--- src/rtl/bw_game_pkg.sv ---
// Shared state codes, result encodings and defaults for the
// Black-and-White card game controller.
package bw_game_pkg;

    localparam int NUM_CARDS_DEF  = 9;
    localparam int WIN_TARGET_DEF = 5;

    typedef enum logic [2:0] {
        ST_INIT  = 3'b000,
        ST_RASP  = 3'b001,
        ST_BAWP  = 3'b010,
        ST_P1    = 3'b011,
        ST_P2    = 3'b100,
        ST_MATCH = 3'b101,
        ST_GAME  = 3'b110,
        ST_BAD   = 3'b111
    } state_t;

    typedef enum logic [1:0] {
        RES_NONE = 2'b00,
        RES_P1   = 2'b01,
        RES_P2   = 2'b10,
        RES_DRAW = 2'b11
    } result_t;

    // Larger first operand means player 1 takes it.
    function automatic result_t cmp_result(
        input logic [3:0] a,
        input logic [3:0] b
    );
        if (a > b)
            return RES_P1;
        else if (a < b)
            return RES_P2;
        else
            return RES_DRAW;
    endfunction

endpackage

--- src/rtl/bw_game_ctrl_if.sv ---
// Button/switch inputs and print-path outputs of the game
// controller, bundled for the front end and the print mux.
interface bw_game_if;

    logic       next_btn;
    logic       card_valid;
    logic [3:0] card_in;
    logic [2:0] state;
    logic [3:0] round;
    logic [3:0] win;
    logic [3:0] lose;
    logic [3:0] p1_black;
    logic [3:0] p1_white;
    logic [3:0] p2_black;
    logic [3:0] p2_white;
    logic [1:0] matchresult;
    logic [1:0] gameresult;
    logic       card_err;

    modport master (
        output next_btn,
        output card_valid,
        output card_in,
        input  state,
        input  round,
        input  win,
        input  lose,
        input  p1_black,
        input  p1_white,
        input  p2_black,
        input  p2_white,
        input  matchresult,
        input  gameresult,
        input  card_err
    );

    modport slave (
        input  next_btn,
        input  card_valid,
        input  card_in,
        output state,
        output round,
        output win,
        output lose,
        output p1_black,
        output p1_white,
        output p2_black,
        output p2_white,
        output matchresult,
        output gameresult,
        output card_err
    );

endinterface

--- src/rtl/bw_card_bank.sv ---
// One player's hand: used-card mask plus remaining black (even)
// and white (odd) card counts.
module bw_card_bank
    import bw_game_pkg::*;
#(
    parameter int NUM_CARDS = NUM_CARDS_DEF
) (
    input  logic       clk,
    input  logic       reset_n,
    input  logic       i_clear,
    input  logic       i_consume,
    input  logic [3:0] i_card,
    output logic       o_legal,
    output logic [3:0] o_black,
    output logic [3:0] o_white
);

    localparam logic [3:0] BLACK_INIT = 4'((NUM_CARDS + 1) / 2);
    localparam logic [3:0] WHITE_INIT = 4'(NUM_CARDS / 2);

    logic [15:0] r_used;
    logic [3:0]  r_black;
    logic [3:0]  r_white;
    logic        w_in_range;
    logic        w_take;

    assign w_in_range = {28'd0, i_card} < 32'(NUM_CARDS);
    assign o_legal    = w_in_range && !r_used[i_card];
    // Only a legal card is consumed, so the counts cannot underflow.
    assign w_take     = i_consume && o_legal;

    always_ff @(posedge clk or negedge reset_n) begin
        if (!reset_n) begin
            r_used  <= '0;
            r_black <= BLACK_INIT;
            r_white <= WHITE_INIT;
        end else if (i_clear) begin
            r_used  <= '0;
            r_black <= BLACK_INIT;
            r_white <= WHITE_INIT;
        end else if (w_take) begin
            r_used[i_card] <= 1'b1;
            if (i_card[0])
                r_white <= r_white - 4'd1;
            else
                r_black <= r_black - 4'd1;
        end
    end

    assign o_black = r_black;
    assign o_white = r_white;

endmodule

--- src/rtl/bw_game_ctrl.sv ---
// Sequencing FSM for the Black-and-White game: turns, match
// decisions, score counters and the final game verdict.
module bw_game_ctrl
    import bw_game_pkg::*;
#(
    parameter int NUM_CARDS  = NUM_CARDS_DEF,
    parameter int WIN_TARGET = WIN_TARGET_DEF
) (
    input  logic   clk,
    input  logic   reset_n,
    bw_game_if.slave bus
);

    localparam logic [3:0] LAST_ROUND = 4'(NUM_CARDS);
    localparam logic [3:0] WIN_LIMIT  = 4'(WIN_TARGET);

    state_t     r_state;
    logic [3:0] r_round;
    logic [3:0] r_win;
    logic [3:0] r_lose;
    logic [3:0] r_p1_card;
    result_t    r_mres;
    result_t    r_gres;
    logic       r_err;

    state_t     w_state_nxt;
    logic [3:0] w_round_nxt;
    logic [3:0] w_win_nxt;
    logic [3:0] w_lose_nxt;
    logic [3:0] w_p1_card_nxt;
    result_t    w_mres_nxt;
    result_t    w_gres_nxt;
    result_t    w_cmp;
    logic       w_err_nxt;
    logic       w_clear;
    logic       w_p1_take;
    logic       w_p2_take;
    logic       w_p1_legal;
    logic       w_p2_legal;
    logic       w_game_over;

    assign w_cmp       = cmp_result(r_p1_card, bus.card_in);
    assign w_game_over = (r_win == WIN_LIMIT) ||
                         (r_lose == WIN_LIMIT) ||
                         (r_round == LAST_ROUND);

    always_ff @(posedge clk or negedge reset_n) begin
        if (!reset_n) begin
            r_state   <= ST_INIT;
            r_round   <= 4'd0;
            r_win     <= 4'd0;
            r_lose    <= 4'd0;
            r_p1_card <= 4'd0;
            r_mres    <= RES_NONE;
            r_gres    <= RES_NONE;
            r_err     <= 1'b0;
        end else begin
            r_state   <= w_state_nxt;
            r_round   <= w_round_nxt;
            r_win     <= w_win_nxt;
            r_lose    <= w_lose_nxt;
            r_p1_card <= w_p1_card_nxt;
            r_mres    <= w_mres_nxt;
            r_gres    <= w_gres_nxt;
            r_err     <= w_err_nxt;
        end
    end

    always_comb begin
        w_state_nxt   = r_state;
        w_round_nxt   = r_round;
        w_win_nxt     = r_win;
        w_lose_nxt    = r_lose;
        w_p1_card_nxt = r_p1_card;
        w_mres_nxt    = r_mres;
        w_gres_nxt    = r_gres;
        w_err_nxt     = 1'b0;
        w_clear       = 1'b0;
        w_p1_take     = 1'b0;
        w_p2_take     = 1'b0;

        unique case (r_state)
            ST_INIT: begin
                if (bus.next_btn) begin
                    w_state_nxt = ST_RASP;
                    w_round_nxt = 4'd1;
                end
            end
            ST_RASP: begin
                if (bus.next_btn)
                    w_state_nxt = ST_BAWP;
            end
            ST_BAWP: begin
                if (bus.next_btn)
                    w_state_nxt = ST_P1;
            end
            ST_P1: begin
                if (bus.card_valid) begin
                    if (w_p1_legal) begin
                        w_p1_take     = 1'b1;
                        w_p1_card_nxt = bus.card_in;
                        w_state_nxt   = ST_P2;
                    end else begin
                        w_err_nxt = 1'b1;
                    end
                end
            end
            ST_P2: begin
                if (bus.card_valid) begin
                    if (w_p2_legal) begin
                        w_p2_take   = 1'b1;
                        w_mres_nxt  = w_cmp;
                        w_state_nxt = ST_MATCH;
                        if (w_cmp == RES_P1)
                            w_win_nxt = r_win + 4'd1;
                        else if (w_cmp == RES_P2)
                            w_lose_nxt = r_lose + 4'd1;
                    end else begin
                        w_err_nxt = 1'b1;
                    end
                end
            end
            ST_MATCH: begin
                if (bus.next_btn) begin
                    if (w_game_over) begin
                        w_state_nxt = ST_GAME;
                        w_gres_nxt  = cmp_result(r_win, r_lose);
                    end else begin
                        w_state_nxt = ST_RASP;
                        w_round_nxt = r_round + 4'd1;
                        w_mres_nxt  = RES_NONE;
                    end
                end
            end
            ST_GAME: begin
                if (bus.next_btn)
                    w_clear = 1'b1;
            end
            default: begin
                // Unreachable code: recover straight into a fresh game.
                w_clear = 1'b1;
            end
        endcase

        if (w_clear) begin
            w_state_nxt   = ST_INIT;
            w_round_nxt   = 4'd0;
            w_win_nxt     = 4'd0;
            w_lose_nxt    = 4'd0;
            w_p1_card_nxt = 4'd0;
            w_mres_nxt    = RES_NONE;
            w_gres_nxt    = RES_NONE;
        end
    end

    bw_card_bank #(
        .NUM_CARDS (NUM_CARDS)
    ) u_p1_bank (
        .clk       (clk),
        .reset_n   (reset_n),
        .i_clear   (w_clear),
        .i_consume (w_p1_take),
        .i_card    (bus.card_in),
        .o_legal   (w_p1_legal),
        .o_black   (bus.p1_black),
        .o_white   (bus.p1_white)
    );

    bw_card_bank #(
        .NUM_CARDS (NUM_CARDS)
    ) u_p2_bank (
        .clk       (clk),
        .reset_n   (reset_n),
        .i_clear   (w_clear),
        .i_consume (w_p2_take),
        .i_card    (bus.card_in),
        .o_legal   (w_p2_legal),
        .o_black   (bus.p2_black),
        .o_white   (bus.p2_white)
    );

    assign bus.state       = r_state;
    assign bus.round       = r_round;
    assign bus.win         = r_win;
    assign bus.lose        = r_lose;
    assign bus.matchresult = r_mres;
    assign bus.gameresult  = r_gres;
    assign bus.card_err    = r_err;

endmodule

--- src/flat_wrapper.sv ---
// flat-port wrapper written by rule: the top's interface ports become plain ports
module bw_game_ctrl_flat import bw_game_pkg::*;
#(
    parameter int NUM_CARDS  = NUM_CARDS_DEF,
    parameter int WIN_TARGET = WIN_TARGET_DEF
)
  (clk, reset_n, bus_next_btn, bus_card_valid, bus_card_in, bus_state, bus_round, bus_win, bus_lose, bus_p1_black, bus_p1_white, bus_p2_black, bus_p2_white, bus_matchresult, bus_gameresult, bus_card_err);
  bw_game_if bus_i ();
  input  logic clk;
  input  logic reset_n;
  input wire logic [$bits(bus_i.next_btn)-1:0] bus_next_btn;
  input wire logic [$bits(bus_i.card_valid)-1:0] bus_card_valid;
  input wire logic [$bits(bus_i.card_in)-1:0] bus_card_in;
  output wire logic [$bits(bus_i.state)-1:0] bus_state;
  output wire logic [$bits(bus_i.round)-1:0] bus_round;
  output wire logic [$bits(bus_i.win)-1:0] bus_win;
  output wire logic [$bits(bus_i.lose)-1:0] bus_lose;
  output wire logic [$bits(bus_i.p1_black)-1:0] bus_p1_black;
  output wire logic [$bits(bus_i.p1_white)-1:0] bus_p1_white;
  output wire logic [$bits(bus_i.p2_black)-1:0] bus_p2_black;
  output wire logic [$bits(bus_i.p2_white)-1:0] bus_p2_white;
  output wire logic [$bits(bus_i.matchresult)-1:0] bus_matchresult;
  output wire logic [$bits(bus_i.gameresult)-1:0] bus_gameresult;
  output wire logic [$bits(bus_i.card_err)-1:0] bus_card_err;
  assign bus_i.next_btn = bus_next_btn;
  assign bus_i.card_valid = bus_card_valid;
  assign bus_i.card_in = bus_card_in;
  assign bus_state = bus_i.state;
  assign bus_round = bus_i.round;
  assign bus_win = bus_i.win;
  assign bus_lose = bus_i.lose;
  assign bus_p1_black = bus_i.p1_black;
  assign bus_p1_white = bus_i.p1_white;
  assign bus_p2_black = bus_i.p2_black;
  assign bus_p2_white = bus_i.p2_white;
  assign bus_matchresult = bus_i.matchresult;
  assign bus_gameresult = bus_i.gameresult;
  assign bus_card_err = bus_i.card_err;
  bw_game_ctrl #(.NUM_CARDS(NUM_CARDS), .WIN_TARGET(WIN_TARGET)) u_core (.clk(clk), .reset_n(reset_n), .bus(bus_i));
endmodule
--- config.mk ---
export PLATFORM = sky130hd
export DESIGN_NAME = bw_game_ctrl_flat
export DESIGN_NICKNAME = d
export VERILOG_FILES = /design/src/rtl/bw_game_pkg.sv /design/src/rtl/bw_game_ctrl_if.sv /design/src/rtl/bw_card_bank.sv /design/src/rtl/bw_game_ctrl.sv /design/src/flat_wrapper.sv
export SDC_FILE = /design/constraint.sdc
export NUM_CORES = 1
export LEC_CHECK = 0
export CAP_MARGIN = 25
export CORE_ASPECT_RATIO = 1.25
export CORE_UTILIZATION = 50
export DETAILED_ROUTE_END_ITERATION = 7
export GPL_TIMING_DRIVEN = 1
export HOLD_SLACK_MARGIN = 0.08
export PLACE_DENSITY = 0.72
export SETUP_SLACK_MARGIN = 0.02
export SYNTH_ARGS = -nofsm -noshare
export SYNTH_HDL_FRONTEND = slang
export SYNTH_SLANG_ARGS = --single-unit
--- constraint.sdc ---
create_clock -name clk -period 2.9 [get_ports clk]
set_clock_uncertainty 0.05 [all_clocks]
set_input_delay 0.725 -clock clk [delete_from_list [all_inputs] [get_ports clk]]
set_output_delay 0.725 -clock clk [all_outputs]
set_load 0.05 [all_outputs]
==> results of run 1 <==
area by class of cell:
class                      count  area, um2
inverter                      24      90.09
sequential                    58       1459
clock buffer                  14      172.7
fill                         576       2153
multi-input combinational    245       1722
timing repair buffer          84      783.3
tap                           87      108.9
clock inverter                 2      35.03
metal layers:
metal | up-vias | global-route usage | part of all wire
li1 | 1417 | - | -
met1 | 1426 | 0.3159 | 0.42
met2 | 60 | 0.4501 | 0.52
met3 | 17 | 0.03987 | 0.033
met4 | 0 | 0.1497 | 0.031
met5 | - | 0 | 0
registers in the layout, indices dropped and copies added (netlist names):
register / cells
u_core.bus.state: 3
u_core.bus.matchresult: 2
u_core.r_p1_card: 4
u_core.u_p2_bank.o_white: 4
u_core.u_p1_bank.r_used: 9
u_core.u_p2_bank.r_used: 9
u_core.u_p2_bank.o_black: 4
u_core.bus.card_err: 1
u_core.u_p1_bank.o_white: 4
u_core.bus.lose: 4
u_core.bus.round: 4
u_core.u_p1_bank.o_black: 4
u_core.bus.win: 4
u_core.bus.gameresult: 2
kinds of logic (layout without fill, tap and decap cells):
kind of cell | Yosys count | count (layout) | share of synthesized area
AND/OR/NAND/NOR | 117 | 117 | 0.1942
AO/OA/AOI/OAI | 90 | 90 | 0.1908
flip-flops | 58 | 58 | 0.4346
buffers and inverters | 41 | 124 | 0.05255
adder cells (fa/ha/maj) | 18 | 18 | 0.06709
multiplexers | 17 | 17 | 0.05292
XOR/XNOR | 3 | 3 | 0.007828
placed cells by master, fill, tap and decap left out, drive strengths merged, types with 3 or more instances in the layout:
master and n:
nand2 29, nand3 12, nand2b 4, clkdlybuf4s50 42
o21ai 23, nor2 17, clkbuf 14, or3 10
o22ai 3, nor3 10, o21a 6, a211oi 3
a21oi 19, o31ai 3, dfstp 6, a22o 8
a31oi 5, xnor2 3, inv 24, nand3b 5
buf 42, and2 3, mux2i 14, mux2 3
and3 8, nand4 4, o211ai 4, ha 18
dfrtp 52
critical path, cell delays in order:
cell             delay (ns)
clkdlybuf4s50_1        0.51
buf_12                 0.15
buf_12                 0.12
mux2i_1                0.34
o221a_2                0.31
o211ai_2               0.12
or4_1                  0.53
a21oi_1                0.18
worst max path at each step:
stage	from	end	slack, ns	cells past startpoint
6_report	bus_card_in[0]	u_core.bus.win[3]$_DFFE_PN0P_	0.15	8
5_1_grt	bus_card_in[1]	u_core.bus.win[3]$_DFFE_PN0P_	0.06	9
4_1_cts	bus_card_in[0]	u_core.bus.win[3]$_DFFE_PN0P_	0.14	8
3_5_place_dp	bus_card_in[0]	u_core.bus.win[3]$_DFFE_PN0P_	-0.16	8
3_3_place_gp	bus_card_in[0]	u_core.bus.win[3]$_DFFE_PN0P_	-0.07	8
2_1_floorplan	bus_card_in[2]	u_core.bus.win[3]$_DFFE_PN0P_	0.40	8
power breakdown:
group / internal [uW] / total (uW) / switching [uW]
combinational: 689 / 1760 / 1070
clock: 466 / 792 / 325
sequential: 1030 / 1250 / 215
total: 2190 / 3790 / 1610
stage by stage:
| stage | setup TNS (ns) | area (um2) |
|---|---|---|
| after floorplan | 0 | 3357 |
| after global routing | 0 | 4370 |
| after global placement | -0.6236 | 4163 |
| after CTS | 0 | 4370 |
| final | 0 | 4370 |
| after detailed placement | -1.588 | 4163 |
==> results.rst, run 1 <==
.. list-table::
   :header-rows: 1

   * - Metric
     - Value
   * - Setup crit start kind
     - input pin
   * - Via count of the first global-routing pass
     - 2906
   * - Count of endpoints failing hold in the final timing report
     - 0
   * - Avg Inst Size Synth
     - 9.759 um2
   * - Detailed-route vias per instance
     - 5.681
   * - First-pass GRT wire length
     - 13840 um
   * - Final number of setup-violating endpoints
     - 0
   * - Clock period minus final worst setup slack
     - 2.749 ns
   * - First-iteration detailed-routing DRC count
     - 187
   * - Detailed-routing iteration count for the pre-antenna-repair pass
     - 4
   * - CTS root buf
     - clkbuf_8
   * - Total via count after detailed routing
     - 2920
   * - Worst slack, placed
     - -0.1590 ns
   * - Buffers added on ports
     - 43
   * - Maximum number of pins on one net before global-route repair
     - 28
   * - Slew headroom
     - 0.5686
   * - Row Count
     - 33
   * - Synth Cell Area
     - 0.003357 mm2
   * - Effective utilization at floorplan
     - 0.5146
   * - Number of I/O pins
     - 44
   * - Post-CTS Repair Setup Buffers
     - 0
   * - Peak ir drop on the vdd network
     - 578.0 uV
   * - Final wirelength
     - 8054 um
   * - Worst reg2reg startpoint
     - u_core.bus.state[1]$_DFFE_PN0P_
   * - Net count after synthesis
     - 370
   * - Hold-fix buffers at CTS
     - 0
   * - Fraction of final layout cells sized beyond drive strength 1
     - 0.1827
   * - Fraction of the yosys area taken by sequential cells
     - 0.4346
   * - Max Transition Viols Final
     - 0
   * - Maximum net fanout on the critical path
     - 9
   * - All-Layer GR Usage
     - 0.2666
   * - Most frequent cell after synthesis
     - dfrtp_1
   * - Number of distinct standard cells referenced by the synthesized netlist
     - 64
   * - Area of the placeable core
     - 0.006524 mm2
   * - R2R depth
     - 6
   * - Most frequent cells after synthesis
     - 52 x dfrtp_1, 28 x nand2_1, 24 x inv_1
   * - Register clock-pin slew on the reported worst setup and hold paths
     - 0.06 ns
   * - Placer Congestion
     - 0.8478
   * - DR DRC count
     - 0
   * - Power density over the cells
     - 868.1 mW/mm2
   * - Min-delay worst type
     - in2async
   * - Final worst hold slack
     - 0.2524 ns
   * - Share of flip-flops with an asynchronous set or reset
     - 1.000
   * - Clock Sinks
     - 58
   * - Post-route fraction of the period consumed by the critical path
     - 0.9481
   * - Reg-to-reg critical path endpoint
     - u_core.bus.win[3]$_DFFE_PN0P_
   * - Worst endpoint required time
     - 3.12 ns
   * - NumNets Final
     - 448
   * - Tightest Pin Transition
     - 0.6403 ns
   * - Final std cells w/o fill
     - 514
   * - Leak
     - 0.001951 uW
   * - Cell type with the highest aggregate area in the netlist
     - dfrtp_1
   * - Post-CTS Resized
     - 0
   * - Fraction of post-synthesis cell area in the top cell type by area
     - 0.3876
   * - Synthesis-to-finish area growth
     - 30.19%
   * - Remaining Overflow, GRT
     - 0
   * - Number of synthesized flops with an enable pin
     - 0
   * - Initial antenna violation count
     - 0
   * - Fmax achieved
     - 363.7 MHz
   * - Final ANT Viol Nets
     - 0
   * - Arr. time, crit path
     - 2.97 ns
   * - Count of mapped cells out of synthesis
     - 344
   * - RSZ-0062 raised after global routing
     - false
   * - Overall Power
     - 3794 uW
   * - Placed Instances
     - 498
   * - Antenna cell count
     - 0
   * - Utilization of the core after routing
     - 0.6699
   * - Number of storage elements in the synthesis netlist
     - 58
   * - CTS H-tree depth
     - 3
   * - Crit. End Element
     - flip-flop
   * - Outcome
     - complete, no violations
   * - Die Height
     - 93.61 um
   * - CTS tree
     - yes
   * - Post-detailed-route wirelength per cell
     - 15.67 um
   * - Synthesis Warnings
     - 0
   * - Number of violations of the max-capacitance limit
     - 0
   * - Ys flop type
     - dfrtp_1
   * - Setup slack of the worst register-to-register path
     - 0.71 ns
   * - Detailed placement HPWL
     - 5965 um
   * - Bufs on Longest Clock Path
     - 2
   * - Die area
     - 0.007048 mm2
   * - Area contributors post-synth
     - dfrtp_1 39%, ha_1 6.7%, dfstp_2 4.7%, mux2i_1 4.2%, nand2_1 3.1%
   * - Clock network latency to the later pin of the worst-skew pair
     - 0.35 ns
   * - Worst setup path class
     - in2reg
   * - Final Worst Setup Slack
     - 0.1506 ns
   * - Die Width
     - 75.29 um
   * - Clock buffers created by TritonCTS
     - 9
Power figures use the tool's default switching activity.
==> run 2: changes to the inputs <==
Settings changed: GPL_ROUTABILITY_DRIVEN set to 0.
==> results of run 2 <==
Final layout, timing and power as in run 1 (identical DEF).
==> run 3: changes to the inputs <==
Settings changed: CORE_UTILIZATION 50 to 51, PLACE_DENSITY 0.72 to 0.74.
Clock period 2.9 ns to 3.3 ns, I/O delays scaled along.
==> run 3 against run 2 <==
  * Total power down 16%
  * Via count down 3.3%
  * Sequential power down 11%
  * Register-to-register slack better by 0.28 ns
  * Core utilization up 0.17 points
  * Die area down 1.9%
  * Clock-buffer cell count unchanged
  * Combinational power down 16%
  * Clock power down 24%
  * Critical path depth unchanged
  * Design area down 4.0%
  * Hold slack better by 0.18 ns
  * Critical path type unchanged
==> results.rst, run 3 (same netlist as run 1, synthesis figures left out) <==
.. list-table::
   :header-rows: 1

   * - Metric
     - Value
   * - Clock period minus final worst setup slack
     - 2.989 ns
   * - Peak ir drop on the vdd network
     - 476.0 uV (was 578.0 uV)
   * - Post-layout instance area
     - 0.004195 mm2 (was 0.004370 mm2)
   * - Final wirelength
     - 7590 um (was 8054 um)
   * - Clock Sinks
     - 58 (unchanged)
   * - Number of buffer and inverter stages on the critical path
     - 2 (was 3)
   * - Total via count after detailed routing
     - 2824 (was 2920)
   * - Die Width
     - 74.57 um (was 75.29 um)
   * - CP top delay family
     - buffers and inverters (unchanged)
   * - Area of the placeable core
     - 0.006246 mm2 (was 0.006524 mm2)
   * - Worst endpoint required time
     - 3.50 ns (was 3.12 ns)
   * - Number of violations of the max-capacitance limit
     - 0 (unchanged)
   * - First-pass GRT wire length
     - 12920 um (was 13840 um)
   * - Number of I/O pins
     - 44 (unchanged)
   * - Antenna cell count
     - 0 (unchanged)
   * - Effective utilization at floorplan
     - 0.5375 (was 0.5146)
   * - Outcome
     - complete, no violations (unchanged)
   * - Critical-path cell with the highest stage delay
     - clkdlybuf4s50_1 (was or4_1)
   * - Slew headroom
     - 0.4790 (was 0.5686)
   * - Post-CTS Repair Setup Buffers
     - 0 (unchanged)
   * - Detailed placement HPWL
     - 5590 um (was 5965 um)
   * - Largest registers in the final layout
     - u_core.u_p1_bank.r_used: 9 flops, u_core.u_p2_bank.r_used: 9 flops (unchanged)
   * - Final number of setup-violating endpoints
     - 0 (unchanged)
   * - Arr. time, crit path
     - 3.19 ns (was 2.97 ns)
   * - First-iteration detailed-routing DRC count
     - 118 (was 187)
   * - Register clock-pin slew on the reported worst setup and hold paths
     - 0.06 ns (about the same)
   * - Die Height
     - 92.71 um (was 93.61 um)
   * - Via count of the first global-routing pass
     - 2767 (was 2906)
   * - Post-CTS Resized
     - 0 (unchanged)
   * - Leak
     - 0.001848 uW (was 0.001951 uW)
   * - Crit. End Element
     - flip-flop (unchanged)
   * - Fraction of final layout cells sized beyond drive strength 1
     - 0.1467 (was 0.1827)
   * - Detailed-route vias per instance
     - 5.717 (was 5.681)
   * - Post-route fraction of the period consumed by the critical path
     - 0.9059
   * - Clock buffers created by TritonCTS
     - 9 (unchanged)
   * - Final worst hold slack
     - 0.4319 ns (was 0.2524 ns)
   * - Worst setup path class
     - in2reg (unchanged)
   * - Count of endpoints failing hold in the final timing report
     - 0 (unchanged)
   * - Post-detailed-placement cell area
     - 0.004013 mm2 (was 0.004163 mm2)
   * - Final ANT Viol Nets
     - 0 (unchanged)
   * - Max stage delay on crit path
     - 0.73 ns (was 0.53 ns)
   * - Hold-fix buffers at CTS
     - 0 (unchanged)
   * - Clock network latency to the later pin of the worst-skew pair
     - 0.34 ns (was 0.35 ns)
   * - NumNets Final
     - 430 (was 448)
   * - CTS tree
     - yes (unchanged)
   * - RSZ-0062 raised after global routing
     - false (unchanged)
   * - CTS H-tree depth
     - 3 (unchanged)
   * - Tightest Pin Transition
     - 0.7796 ns (was 0.6403 ns)
   * - Final-layout setup total negative slack
     - 0 ns (unchanged)
   * - Filler cell count in the final layout
     - 518 (was 576)
   * - Placed Instances
     - 478 (was 498)
   * - Maximum net fanout on the critical path
     - 12 (was 9)
   * - Max Transition Viols Final
     - 0 (unchanged)
   * - Die area
     - 0.006913 mm2 (was 0.007048 mm2)
   * - Detailed-routing iteration count for the pre-antenna-repair pass
     - 4 (unchanged)
   * - Min-delay worst type
     - reg2reg (was in2async)
   * - Power density over the cells
     - 760.4 mW/mm2 (was 868.1 mW/mm2)
   * - Remaining Overflow, GRT
     - 0 (unchanged)
   * - Row Count
     - 32 (was 33)
   * - Bufs on Longest Clock Path
     - 2 (unchanged)
   * - CTS root buf
     - clkbuf_8 (unchanged)
   * - Buffers added on ports
     - 43 (unchanged)
   * - Most used cells in the layout excluding fill and tap cells
     - 52 x dfrtp_1, 42 x clkdlybuf4s50_1, 28 x nand2_1 (was 52 x dfrtp_1, 42 x clkdlybuf4s50_1, 37 x buf_4)
   * - Setup crit start kind
     - input pin (unchanged)
   * - Overall Power
     - 3190 uW (was 3794 uW)
   * - Cells traversed along the worst timing path
     - clkdlybuf4s50_1 > inv_1 > ha_1 > o21ai_0 > a21oi_1 > o21ai_1 > or4_1 > a21oi_1 (was clkdlybuf4s50_1 > buf_12 > buf_12 > mux2i_1 > o221a_2 > o211ai_2 > or4_1 > a21oi_1)
   * - Fmax achieved
     - 334.5 MHz
   * - Initial antenna violation count
     - 0 (unchanged)
   * - Most common library cell in the layout ignoring fill and taps
     - dfrtp_1 (unchanged)
   * - Maximum number of pins on one net before global-route repair
     - 31 (was 28)
   * - Dominant cell type by count on the critical path
     - a21oi_1 (was buf_12)
   * - DR DRC count
     - 0 (unchanged)
   * - Post-detailed-route wirelength per cell
     - 15.36 um (was 15.67 um)
   * - Synthesis-to-finish area growth
     - 24.97% (was 30.19%)
   * - Final std cells w/o fill
     - 494 (was 514)
   * - All-Layer GR Usage
     - 0.2468 (was 0.2666)
[run 3: path summary, 6_finish.rpt]
kind | from | endpoint | slack [ns] | cells after the start
max | bus_card_in[3] | u_core.bus.win[3]$_DFFE_PN0P_ | 0.31 | 8
min | u_core.u_p2_bank.r_used[6]$_DFFE_PN0P_ | u_core.u_p2_bank.r_used[6]$_DFFE_PN0P_ | 0.43 | 2
max reg2reg | u_core.bus.state[2]$_DFFE_PN0P_ | u_core.bus.win[3]$_DFFE_PN0P_ | 0.99 | 6
min reg2reg | u_core.u_p2_bank.r_used[6]$_DFFE_PN0P_ | u_core.u_p2_bank.r_used[6]$_DFFE_PN0P_ | 0.43 | 2
max in group asynchronous | reset_n | u_core.u_p1_bank.o_white[2]$_DFFE_PN1P_ | 2.04 | 2
min in group asynchronous | reset_n | u_core.bus.round[1]$_DFFE_PN0P_ | 0.48 | 1
[run 3: through the flow]
step,utilization,setup slack [ns]
6_report,0.6717,0.3105
5_1_grt,0.6717,0.1289
4_1_cts,0.6717,0.3592
3_5_place_dp,0.6424,0.02379
3_3_place_gp,0.6424,0.06489
2_1_floorplan,-,0.6983
[run 3: area by class of cell]
cell class	instances	area, um2	share of cell area
clock buffers	14	172.7	0.04116
clock inverters	2	10.01	0.002386
inverters	24	90.09	0.02147
multi-input cells	245	1722	0.4104
flip-flops and latches	58	1459	0.3477
well taps	85	106.4	0.02535
repair buffers	66	635.6	0.1515
[run 3: power breakdown]
group / leakage [uW] / switching [uW] / total (uW) / internal (uW)
Clock: 0.0000965 / 273 / 605 / 332
Combinational: 0.000983 / 917 / 1480 / 563
Sequential: 0.000768 / 198 / 1110 / 907
Total: 0.00185 / 1390 / 3190 / 1800
[run 3: worst register-to-register path, delay by kind of cell (launching register included)]
kind | cells | cell delay (ns)
compound gates | 3 | 0.51
flops | 1 | 0.59
simple gates | 2 | 0.90
buf+inv | 1 | 0.19
[run 3: routing by layer]
| layer | track usage | share of wire |
|---|---|---|
| met1 | 0.2976 | 0.44 |
| met2 | 0.4257 | 0.51 |
| met3 | 0.05114 | 0.034 |
| met4 | 0.08805 | 0.018 |
| met5 | 0 | 0 |
